===== src/rtl/shiftreg_cmd_ctrl_pkg.sv =====
// Shared encodings for the shift-register command sequencer.
// Latency: n/a (constants and types only).
// Backpressure: n/a.
package shiftreg_pkg;

  // Universal shift register select encodings
  localparam logic [1:0] SEL_HOLD = 2'b00;
  localparam logic [1:0] SEL_SHL  = 2'b01;
  localparam logic [1:0] SEL_SHR  = 2'b10;
  localparam logic [1:0] SEL_LOAD = 2'b11;

  // Command opcodes
  localparam logic [1:0] OP_NOP  = 2'b00;
  localparam logic [1:0] OP_SHL  = 2'b01;
  localparam logic [1:0] OP_SHR  = 2'b10;
  localparam logic [1:0] OP_LOAD = 2'b11;

  typedef enum logic [1:0] {
    ST_IDLE  = 2'b00,
    ST_LOAD  = 2'b01,
    ST_SHIFT = 2'b10,
    ST_DONE  = 2'b11
  } state_e;

endpackage


===== src/rtl/shiftreg_cmd_ctrl_if.sv =====
// Command channel into the shift-register sequencer.
// Latency: n/a (wires only).
// Backpressure: valid/ready; a command is taken when both are high at a clk edge.
interface shiftreg_cmd_ctrl_if #(
  parameter int WIDTH = 4,
  parameter int CNT_W = 4
);
  logic             cmd_valid;
  logic             cmd_ready;
  logic [1:0]       cmd_op;
  logic [WIDTH-1:0] cmd_data;
  logic [CNT_W-1:0] cmd_count;
  logic             cmd_sin;
  logic             cmd_rot;

  modport master (
    output cmd_valid, cmd_op, cmd_data, cmd_count, cmd_sin, cmd_rot,
    input  cmd_ready
  );

  modport slave (
    input  cmd_valid, cmd_op, cmd_data, cmd_count, cmd_sin, cmd_rot,
    output cmd_ready
  );
endinterface


===== src/rtl/shiftreg_cmd_ctrl_counter.sv =====
// Down counter for the remaining shift cycles of one command.
// Latency: load/decrement visible one cycle later; last is combinational from the count.
// Backpressure: none; load has priority over decrement.
module shift_down_counter #(
  parameter int CNT_W = 4
) (
  input  logic             clk,
  input  logic             rst,
  input  logic             load_i,
  input  logic [CNT_W-1:0] load_val_i,
  input  logic             dec_i,
  output logic             last_o
);

  logic [CNT_W-1:0] cnt_q;
  logic [CNT_W-1:0] cnt_d;

  // Next count: reload on accept, otherwise count down while shifting
  always_comb begin
    cnt_d = cnt_q;
    if (load_i) begin
      cnt_d = load_val_i;
    end else if (dec_i) begin
      cnt_d = cnt_q - CNT_W'(1);
    end
  end

  // Count register with synchronous reset
  always_ff @(posedge clk) begin
    if (rst) begin
      cnt_q <= '0;
    end else begin
      cnt_q <= cnt_d;
    end
  end

  // One shift cycle left: this is the final shift edge
  assign last_o = (cnt_q == CNT_W'(1));

endmodule


===== src/rtl/shiftreg_cmd_ctrl.sv =====
// Sequences load/shift commands onto a universal shift register; optional SHIFT_ROTATE_EN macro adds rotate.
// Latency from accept edge: NOP done +1, LOAD done +2, SHL/SHR of N done +N+1; result updates after done.
// Backpressure: cmd_ready only in IDLE (and not in reset); next accept is the first IDLE cycle after DONE.
module shiftreg_cmd_ctrl
  import shiftreg_pkg::*;
#(
  parameter int WIDTH = 4,
  parameter int CNT_W = 4
) (
  input  logic                 clk,
  input  logic                 rst,
  shiftreg_cmd_ctrl_if.slave   cmd,
  input  logic [WIDTH-1:0]     sr_pdout,
  output logic [1:0]           sel,
  output logic [WIDTH-1:0]     p_din,
  output logic                 s_left_din,
  output logic                 s_right_din,
  output logic                 busy,
  output logic                 done,
  output logic [WIDTH-1:0]     result
);

  state_e           state_q, state_d;
  logic [1:0]       op_q;
  logic [WIDTH-1:0] data_q;
  logic             sin_q;
  logic [WIDTH-1:0] result_q;
  logic             accept;
  logic             cnt_last;

  assign cmd.cmd_ready = (state_q == ST_IDLE) && !rst;
  assign accept        = cmd.cmd_valid && cmd.cmd_ready;

  shift_down_counter #(.CNT_W(CNT_W)) u_cnt (
    .clk        (clk),
    .rst        (rst),
    .load_i     (accept),
    .load_val_i (cmd.cmd_count),
    .dec_i      (state_q == ST_SHIFT),
    .last_o     (cnt_last)
  );

  // State register; reset drops any in-flight command without a done pulse
  always_ff @(posedge clk) begin
    if (rst) begin
      state_q <= ST_IDLE;
    end else begin
      state_q <= state_d;
    end
  end

  // Latch the command fields at accept so later input changes are ignored
  always_ff @(posedge clk) begin
    if (rst) begin
      op_q   <= OP_NOP;
      data_q <= '0;
      sin_q  <= 1'b0;
    end else if (accept) begin
      op_q   <= cmd.cmd_op;
      data_q <= cmd.cmd_data;
      sin_q  <= cmd.cmd_sin;
    end
  end

`ifdef SHIFT_ROTATE_EN
  logic rot_q;

  // Rotate request is latched alongside the rest of the command
  always_ff @(posedge clk) begin
    if (rst) begin
      rot_q <= 1'b0;
    end else if (accept) begin
      rot_q <= cmd.cmd_rot;
    end
  end
`endif

  // Capture the register value in DONE, after the last shift/load edge has passed
  always_ff @(posedge clk) begin
    if (rst) begin
      result_q <= '0;
    end else if (state_q == ST_DONE) begin
      result_q <= sr_pdout;
    end
  end

  // Next-state: zero-count shifts and NOPs go straight to DONE
  always_comb begin
    state_d = state_q;
    case (state_q)
      ST_IDLE: begin
        if (accept) begin
          case (cmd.cmd_op)
            OP_LOAD: state_d = ST_LOAD;
            OP_SHL, OP_SHR:
              state_d = (cmd.cmd_count != '0) ? ST_SHIFT : ST_DONE;
            default: state_d = ST_DONE;
          endcase
        end
      end
      ST_LOAD:  state_d = ST_DONE;
      ST_SHIFT: if (cnt_last) state_d = ST_DONE;
      default:  state_d = ST_IDLE;
    endcase
  end

  // Moore outputs to the shift register; serial-in is combinational only when rotating
  always_comb begin
    sel         = SEL_HOLD;
    p_din       = '0;
    s_left_din  = 1'b0;
    s_right_din = 1'b0;
    case (state_q)
      ST_LOAD: begin
        sel   = SEL_LOAD;
        p_din = data_q;
      end
      ST_SHIFT: begin
        if (op_q == OP_SHL) begin
          sel        = SEL_SHL;
          s_left_din = sin_q;
`ifdef SHIFT_ROTATE_EN
          if (rot_q) s_left_din = sr_pdout[WIDTH-1];
`endif
        end else begin
          sel         = SEL_SHR;
          s_right_din = sin_q;
`ifdef SHIFT_ROTATE_EN
          if (rot_q) s_right_din = sr_pdout[0];
`endif
        end
      end
      default: ;
    endcase
  end

  assign busy   = (state_q != ST_IDLE);
  assign done   = (state_q == ST_DONE);
  assign result = result_q;

endmodule


===== src/flat_wrapper.sv =====
// flat-port wrapper written by rule: the top's interface ports become plain ports
module shiftreg_cmd_ctrl_flat import shiftreg_pkg::*;
#(
  parameter int WIDTH = 4,
  parameter int CNT_W = 4
)
  (clk, rst, sr_pdout, sel, p_din, s_left_din, s_right_din, busy, done, result, cmd_cmd_valid, cmd_cmd_op, cmd_cmd_data, cmd_cmd_count, cmd_cmd_sin, cmd_cmd_rot, cmd_cmd_ready);
  shiftreg_cmd_ctrl_if #(.WIDTH(WIDTH), .CNT_W(CNT_W)) cmd_i ();
  input  logic clk;
  input  logic rst;
  input  logic [WIDTH-1:0] sr_pdout;
  output logic [1:0] sel;
  output logic [WIDTH-1:0] p_din;
  output logic s_left_din;
  output logic s_right_din;
  output logic busy;
  output logic done;
  output logic [WIDTH-1:0] result;
  input wire logic [$bits(cmd_i.cmd_valid)-1:0] cmd_cmd_valid;
  input wire logic [$bits(cmd_i.cmd_op)-1:0] cmd_cmd_op;
  input wire logic [$bits(cmd_i.cmd_data)-1:0] cmd_cmd_data;
  input wire logic [$bits(cmd_i.cmd_count)-1:0] cmd_cmd_count;
  input wire logic [$bits(cmd_i.cmd_sin)-1:0] cmd_cmd_sin;
  input wire logic [$bits(cmd_i.cmd_rot)-1:0] cmd_cmd_rot;
  output wire logic [$bits(cmd_i.cmd_ready)-1:0] cmd_cmd_ready;
  assign cmd_i.cmd_valid = cmd_cmd_valid;
  assign cmd_i.cmd_op = cmd_cmd_op;
  assign cmd_i.cmd_data = cmd_cmd_data;
  assign cmd_i.cmd_count = cmd_cmd_count;
  assign cmd_i.cmd_sin = cmd_cmd_sin;
  assign cmd_i.cmd_rot = cmd_cmd_rot;
  assign cmd_cmd_ready = cmd_i.cmd_ready;
  shiftreg_cmd_ctrl #(.WIDTH(WIDTH), .CNT_W(CNT_W)) u_core (.clk(clk), .rst(rst), .cmd(cmd_i), .sr_pdout(sr_pdout), .sel(sel), .p_din(p_din), .s_left_din(s_left_din), .s_right_din(s_right_din), .busy(busy), .done(done), .result(result));
endmodule

===== config.mk =====
export PLATFORM = sky130hd
export DESIGN_NAME = shiftreg_cmd_ctrl_flat
export DESIGN_NICKNAME = d
export VERILOG_FILES = /design/src/rtl/shiftreg_cmd_ctrl_pkg.sv /design/src/rtl/shiftreg_cmd_ctrl_if.sv /design/src/rtl/shiftreg_cmd_ctrl_counter.sv /design/src/rtl/shiftreg_cmd_ctrl.sv /design/src/flat_wrapper.sv
export SDC_FILE = /design/constraint.sdc
export NUM_CORES = 1
export LEC_CHECK = 0
export CORE_MARGIN = 2
export CORE_UTILIZATION = 44
export DETAILED_ROUTE_END_ITERATION = 8
export GPL_ROUTABILITY_DRIVEN = 0
export HOLD_SLACK_MARGIN = 0.05
export PLACE_DENSITY = 0.74
export SKIP_CTS_REPAIR_TIMING = 1
export SLEW_MARGIN = 20
export SYNTH_ARGS = -nofsm -noshare
export SYNTH_HDL_FRONTEND = slang
export SYNTH_SLANG_ARGS = --single-unit

===== constraint.sdc =====
create_clock -name clk -period 1.7 [get_ports clk]
set_input_delay 0.425 -clock clk [delete_from_list [all_inputs] [get_ports clk]]
set_output_delay 0.425 -clock clk [all_outputs]
set_load 0.01 [all_outputs]

==> results of run 1 <==
-- final cells by class --
class	count	share of cell area [%]
clock buffer	4	1.78
inverter	8	2.20
multi-input combinational	81	42.1
sequential	17	23.6
tap	27	2.29
timing repair buffer	45	28.1
-- logic make-up (layout without fill, tap and decap cells) --
kind of cell,count (synthesis),in the layout
DFF,17,17
and+or+nand+nor,49,49
xor gates and xnor gates,3,3
AOI/OAI and AO/OA,15,15
muxes,5,5
adders and majority gates,9,9
buffers and inverters,15,57
-- metal layers --
layer	global-route usage (%)	share of wire, %	vias to the layer above	wire length (um)
met4	4.50	0.72	0	16
met2	33.5	49	18	1100
met3	2.63	3.0	2	67
li1	-	-	458	-
met5	0	0	-	0
met1	24.4	47	404	1050
-- registers in the layout (all words and copies together), names as in the netlist --
signal              flops
u_core.state_q          2
u_core.sin_q            1
u_core.op_q             2
u_core.u_cnt.cnt_q      4
u_core.data_q           4
u_core.result           4
-- where the power goes --
| part | total (mW) | internal, mW | switching [mW] |
|---|---|---|---|
| Sequential | 0.607 | 0.514 | 0.0933 |
| Clock | 0.219 | 0.0912 | 0.127 |
| Combinational | 1.12 | 0.628 | 0.495 |
| Total | 1.95 | 1.23 | 0.715 |
-- Yosys cell counts, types with 2 or more instances --
library cell	n
ha_1	9
o21ai_1	2
nor2b_1	4
buf_2	2
dfxtp_1	17
and2_1	4
nor2_1	10
inv_1	8
nand2b_1	4
nand2_1	14
a21oi_1	3
a211oi_1	3
xnor2_1	2
mux2i_1	5
nand3b_1	8
clkbuf_1	4
-- through the flow --
stage	hold slack, ns	area [sq um]	TNS (ns)	cells
after CTS	0.479	1400	-4.25	180
after global placement	0.455	1370	-1.13	176
after detailed placement	0.464	1370	-1.38	176
after floorplan	0.445	970	0	113
final	0.482	1480	-0.0134	182
after global routing	0.506	1480	-0.274	182
-- how the worst max path moves through the flow --
stage | start | to | slack [ns] | cells past startpoint
2_1_floorplan | u_core.state_q[0] | u_core.state_q[0] | 0.27 | 6
3_3_place_gp | cmd_cmd_op[0] | u_core.state_q[0] | -0.21 | 6
3_5_place_dp | cmd_cmd_op[0] | u_core.state_q[0] | -0.23 | 6
4_1_cts | u_core.state_q[0] | sel[1] | -0.48 | 4
5_1_grt | u_core.state_q[1] | sel[1] | -0.07 | 6
6_report | u_core.state_q[1] | sel[1] | -0.009 | 6
-- worst min-delay path: cells and delay by family, from the launching register on --
kind	cells	cell delay, ns
DFF	1	0.33
and+or+nand+nor	2	0.12
==> run metrics, run 1 <==
fraction of the mapped netlist area in simple logic gates 28.1%; Tmin final 1.71 ns; Clock Sinks 17; fin crit share 101%; row count 16; dpl ws -0.231 ns; Crit. End Element primary output; mux contribution to synthesized area 5.16%; FF+latch area 348 sq um; DRC viols 0; io pins 34; CTS tree done; endpoints failing hold 0; crit start category flop; Crit Path Max Fanout 6; Critical R2R Launch u_core.u_cnt.cnt_q[0]; global-route wire length before repair 3770 um; Die H 50.9 um; number of synthesized flops with an enable pin 0; DRT Wirelength 2230 um; Longest Clk Path Bufs 2; Worst Max-Slew Pin Slew 0.328 ns; Initial Util 48.0%; initial antenna violation count 0; failing checks setup timing; slowest CP cell dfxtp_4; worst min path class flop to flop; Clock Skew 0.00636 ns; Iteration-0 DRC Markers 7; RR Endpoint u_core.state_q[1]; post-synthesis compound-gate area fraction 10.8%; upper clock frequency limit 585 MHz; Worst Path Required 1.27 ns; WS Path Type flop to primary output; core footprint 0.00202 sq mm; vias per cell 4.85; Overall Global Routing Usage 19.0%; commonest non-fill, non-tap cell in the layout clkdlybuf4s50_1; Synth top area share 35.1%; Cell Pwr Density 1320 mW/mm^2; Net count, final 184; largest family of logic cells by synthesized area simple AND/OR/NAND/NOR gates; Synth Area in XOR/XNOR 2.71%; CTS buffer count 3; slew margin rel. 77.8%; post-synthesis register bit count 17; number of max-cap violations 0; Tot Pwr 1.95 mW; post-layout worst setup margin -0.00946 ns; detailed-route via count 882; R2R depth 4; Cell variety after synth 30; post-synthesis cell area 970 sq um; Clk pin slew, worst setup/hold paths 0.10 ns; Adder-Cell Fraction of Synth Area 11.6%; CP max stage delay 0.39 ns; vias in the first global route 886; RSZ-0062 raised after global routing yes; HP Start u_core.data_q[0]; Final Max Tran Viols 0; setup violators final 2; Multi-input gate area 622 sq um; Hold Path Sink u_core.data_q[0]; register area share after synthesis 35.1%; Worst Path Arrival 1.28 ns; Routed Antenna Nets 0; Async SR Flop Fraction 0%; layout cell share with drive strength beyond 1 24.5%; port bufs 32; family with the most delay on the worst path flip-flops; # diodes 0; CTS Root Buffer Type clkbuf_4; Filler Cell Count 153; htree depth 1; Peak VDD IR 1.02 mV; WL/cell 12.2 um; largest net degree at the start of global routing 22; post-detail-place hpwl 1680 um; r2r setup slk 0.15 ns; hold path cells 2; Die ar. 0.00260 sq mm; CP Buf/Inv Count 3; Main synth FF type dfxtp_1; YS warnings 0; post-synth top area cell dfxtp_1; DRT Pass-1 Iters 4; most frequent cells in the layout 21 x clkdlybuf4s50_1, 15 x dfxtp_1, 14 x nand2_1; status complete, but fails checks; Leak Pwr 0.666 nW; average size of a mapped cell 8.58 sq um; Mapped Nets 141; Post-Syn Instances 113; Die W 50.9 um; Synth-to-Final Area Change 52.3%; total gr overflow 0; post-layout util 73.0%; largest cells by area after synthesis dfxtp_1 35%, ha_1 12%, nand3b_1 6.2%; cells along the critical path inv_4 > buf_6 > ha_4 > a21oi_2 > nor2b_1 > buf_2; clk_lat worst skew 0.29 ns
Power figures use the tool's default switching activity.
==> run 2, diff against run 1 <==
- CORE_MARGIN: 2 -> not set
==> run metrics, run 2 (synthesis gave the netlist of run 1 again) <==
largest net degree at the start of global routing 22 (unchanged); Overall Global Routing Usage 18.4% (-0.63 points); Die W 48.9 um (-3.9%); worst min path class flop to flop; slew margin rel. 80.8% (+3.0 points); endpoints failing hold 0 (unchanged); port bufs 32 (unchanged); Final Cell Area 0.00146 sq mm (-1.3%); Final Max Tran Viols 0 (unchanged); DRC viols 0 (unchanged); cells along the critical path inv_4 > ha_4 > nor2b_1 > buf_2; HP Start u_core.data_q[1]; Filler Cell Count 164 (+7.2%); Clock Skew 0.00505 ns (-0.00130 ns); global-route wire length before repair 3450 um (-8.6%); Setup TNS 0 ns (+0.0134 ns); post-layout worst setup margin 0.0288 ns (+0.0383 ns); detailed-route via count 905 (+2.6%); Worst Max-Slew Pin Slew 0.284 ns (-0.0437 ns); status complete, no violations; htree depth 1 (unchanged); RSZ-0062 raised after global routing yes; WL/cell 11.9 um (-3.0%); Peak VDD IR 0.789 mV (-22%); number of max-cap violations 0 (unchanged); Worst Path Required 1.27 ns (about the same); Iteration-0 DRC Markers 14 (+7); fin crit share 98.3% (-2.3 points); r2r setup slk 0.17 ns (+0.02 ns); CTS Root Buffer Type clkbuf_4; WS Path Type flop to primary output; core footprint 0.00202 sq mm (unchanged); worst setup path start u_core.state_q[0]; layout cell share with drive strength beyond 1 18.8% (-5.7 points); upper clock frequency limit 598 MHz (+2.3%); Clock Sinks 17 (unchanged); area after detailed placement 0.00137 sq mm (unchanged); Cell Pwr Density 1300 mW/mm^2 (-1.5%); slowest CP cell dfxtp_4; Net count, final 183 (-0.54%); total gr overflow 0 (unchanged); Critical R2R Launch u_core.state_q[0]; Crit Path Max Fanout 3 (-3); vias in the first global route 812 (-8.4%); post-detail-place hpwl 1660 um (-0.89%); Tmin final 1.67 ns (-0.0383 ns); setup violators final 0 (-2); commonest non-fill, non-tap cell in the layout clkdlybuf4s50_1; Longest Clk Path Bufs 2 (unchanged); Routed Antenna Nets 0 (unchanged); Die ar. 0.00240 sq mm (-7.7%); Leak Pwr 0.716 nW (+7.5%); crit start category flop; CTS tree done; Synth-to-Final Area Change 50.3%; vias per cell 5.00 (+3.2%); io pins 34 (unchanged); row count 16 (unchanged); # diodes 0 (unchanged); Crit. End Element primary output; DRT Wirelength 2150 um (-3.5%); Die H 48.9 um (-3.9%); CTS buffer count 3 (unchanged); Worst Path Arrival 1.25 ns (-0.03 ns); initial antenna violation count 0 (unchanged); dpl ws -0.242 ns (-0.0106 ns); clk_lat worst skew 0.29 ns (about the same); most frequent cells in the layout 21 x clkdlybuf4s50_1, 15 x dfxtp_1, 14 x nand2_1; DRT Pass-1 Iters 4 (unchanged); Clk pin slew, worst setup/hold paths 0.10 ns (about the same); Initial Util 48.0% (unchanged); CP max stage delay 0.40 ns (about the same)
-- run 2: power breakdown --
| part | total, mW | switching [mW] | internal, mW | leakage, nW |
|---|---|---|---|---|
| clock network | 0.219 | 0.127 | 0.0911 | 0.0150 |
| logic | 1.08 | 0.482 | 0.597 | 0.561 |
| registers | 0.598 | 0.0889 | 0.509 | 0.140 |
| total | 1.90 | 0.698 | 1.20 | 0.716 |
-- run 2: layout make-up --
type	instances	area, sq um	area share, %
Tap cell	27	33.8	2.32
Timing Repair Buffer	44	408	28.0
Sequential cell	17	345	23.7
Multi-Input combinational cell	81	612	42.0
Clock buffer	4	26.3	1.80
Inverter	8	32.5	2.23
-- run 2: per-stage QoR --
stage	hold slack, ns	instances	utilization, %	power (mW)
2_1_floorplan	0.445	113	-	1.16
3_3_place_gp	0.456	176	67.9	1.54
3_5_place_dp	0.455	176	67.9	1.57
4_1_cts	0.474	180	69.2	1.79
5_1_grt	0.499	181	72.1	2.04
6_report	0.470	181	72.1	1.90
-- run 2: metal layers --
metal	track usage, %	wire length, um
met4	7.35	14
met3	3.43	78
met2	31.0	1050
met1	23.1	1010
met5	0	0
-- run 2: worst paths after layout --
kind | to | depth (start not counted)
max | sel[0] | 4
min | u_core.data_q[1] | 2
max reg2reg | u_core.state_q[0] | 6
min reg2reg | u_core.data_q[1] | 2
-- run 2: critical path, delay by kind of cell, from the launching register on --
kind                     cells  cell delay [ns]
buffers and inverters        2             0.18
AND/OR/NAND/NOR              1             0.11
flip-flops                   1             0.40
adder cells (fa/ha/maj)      1             0.26
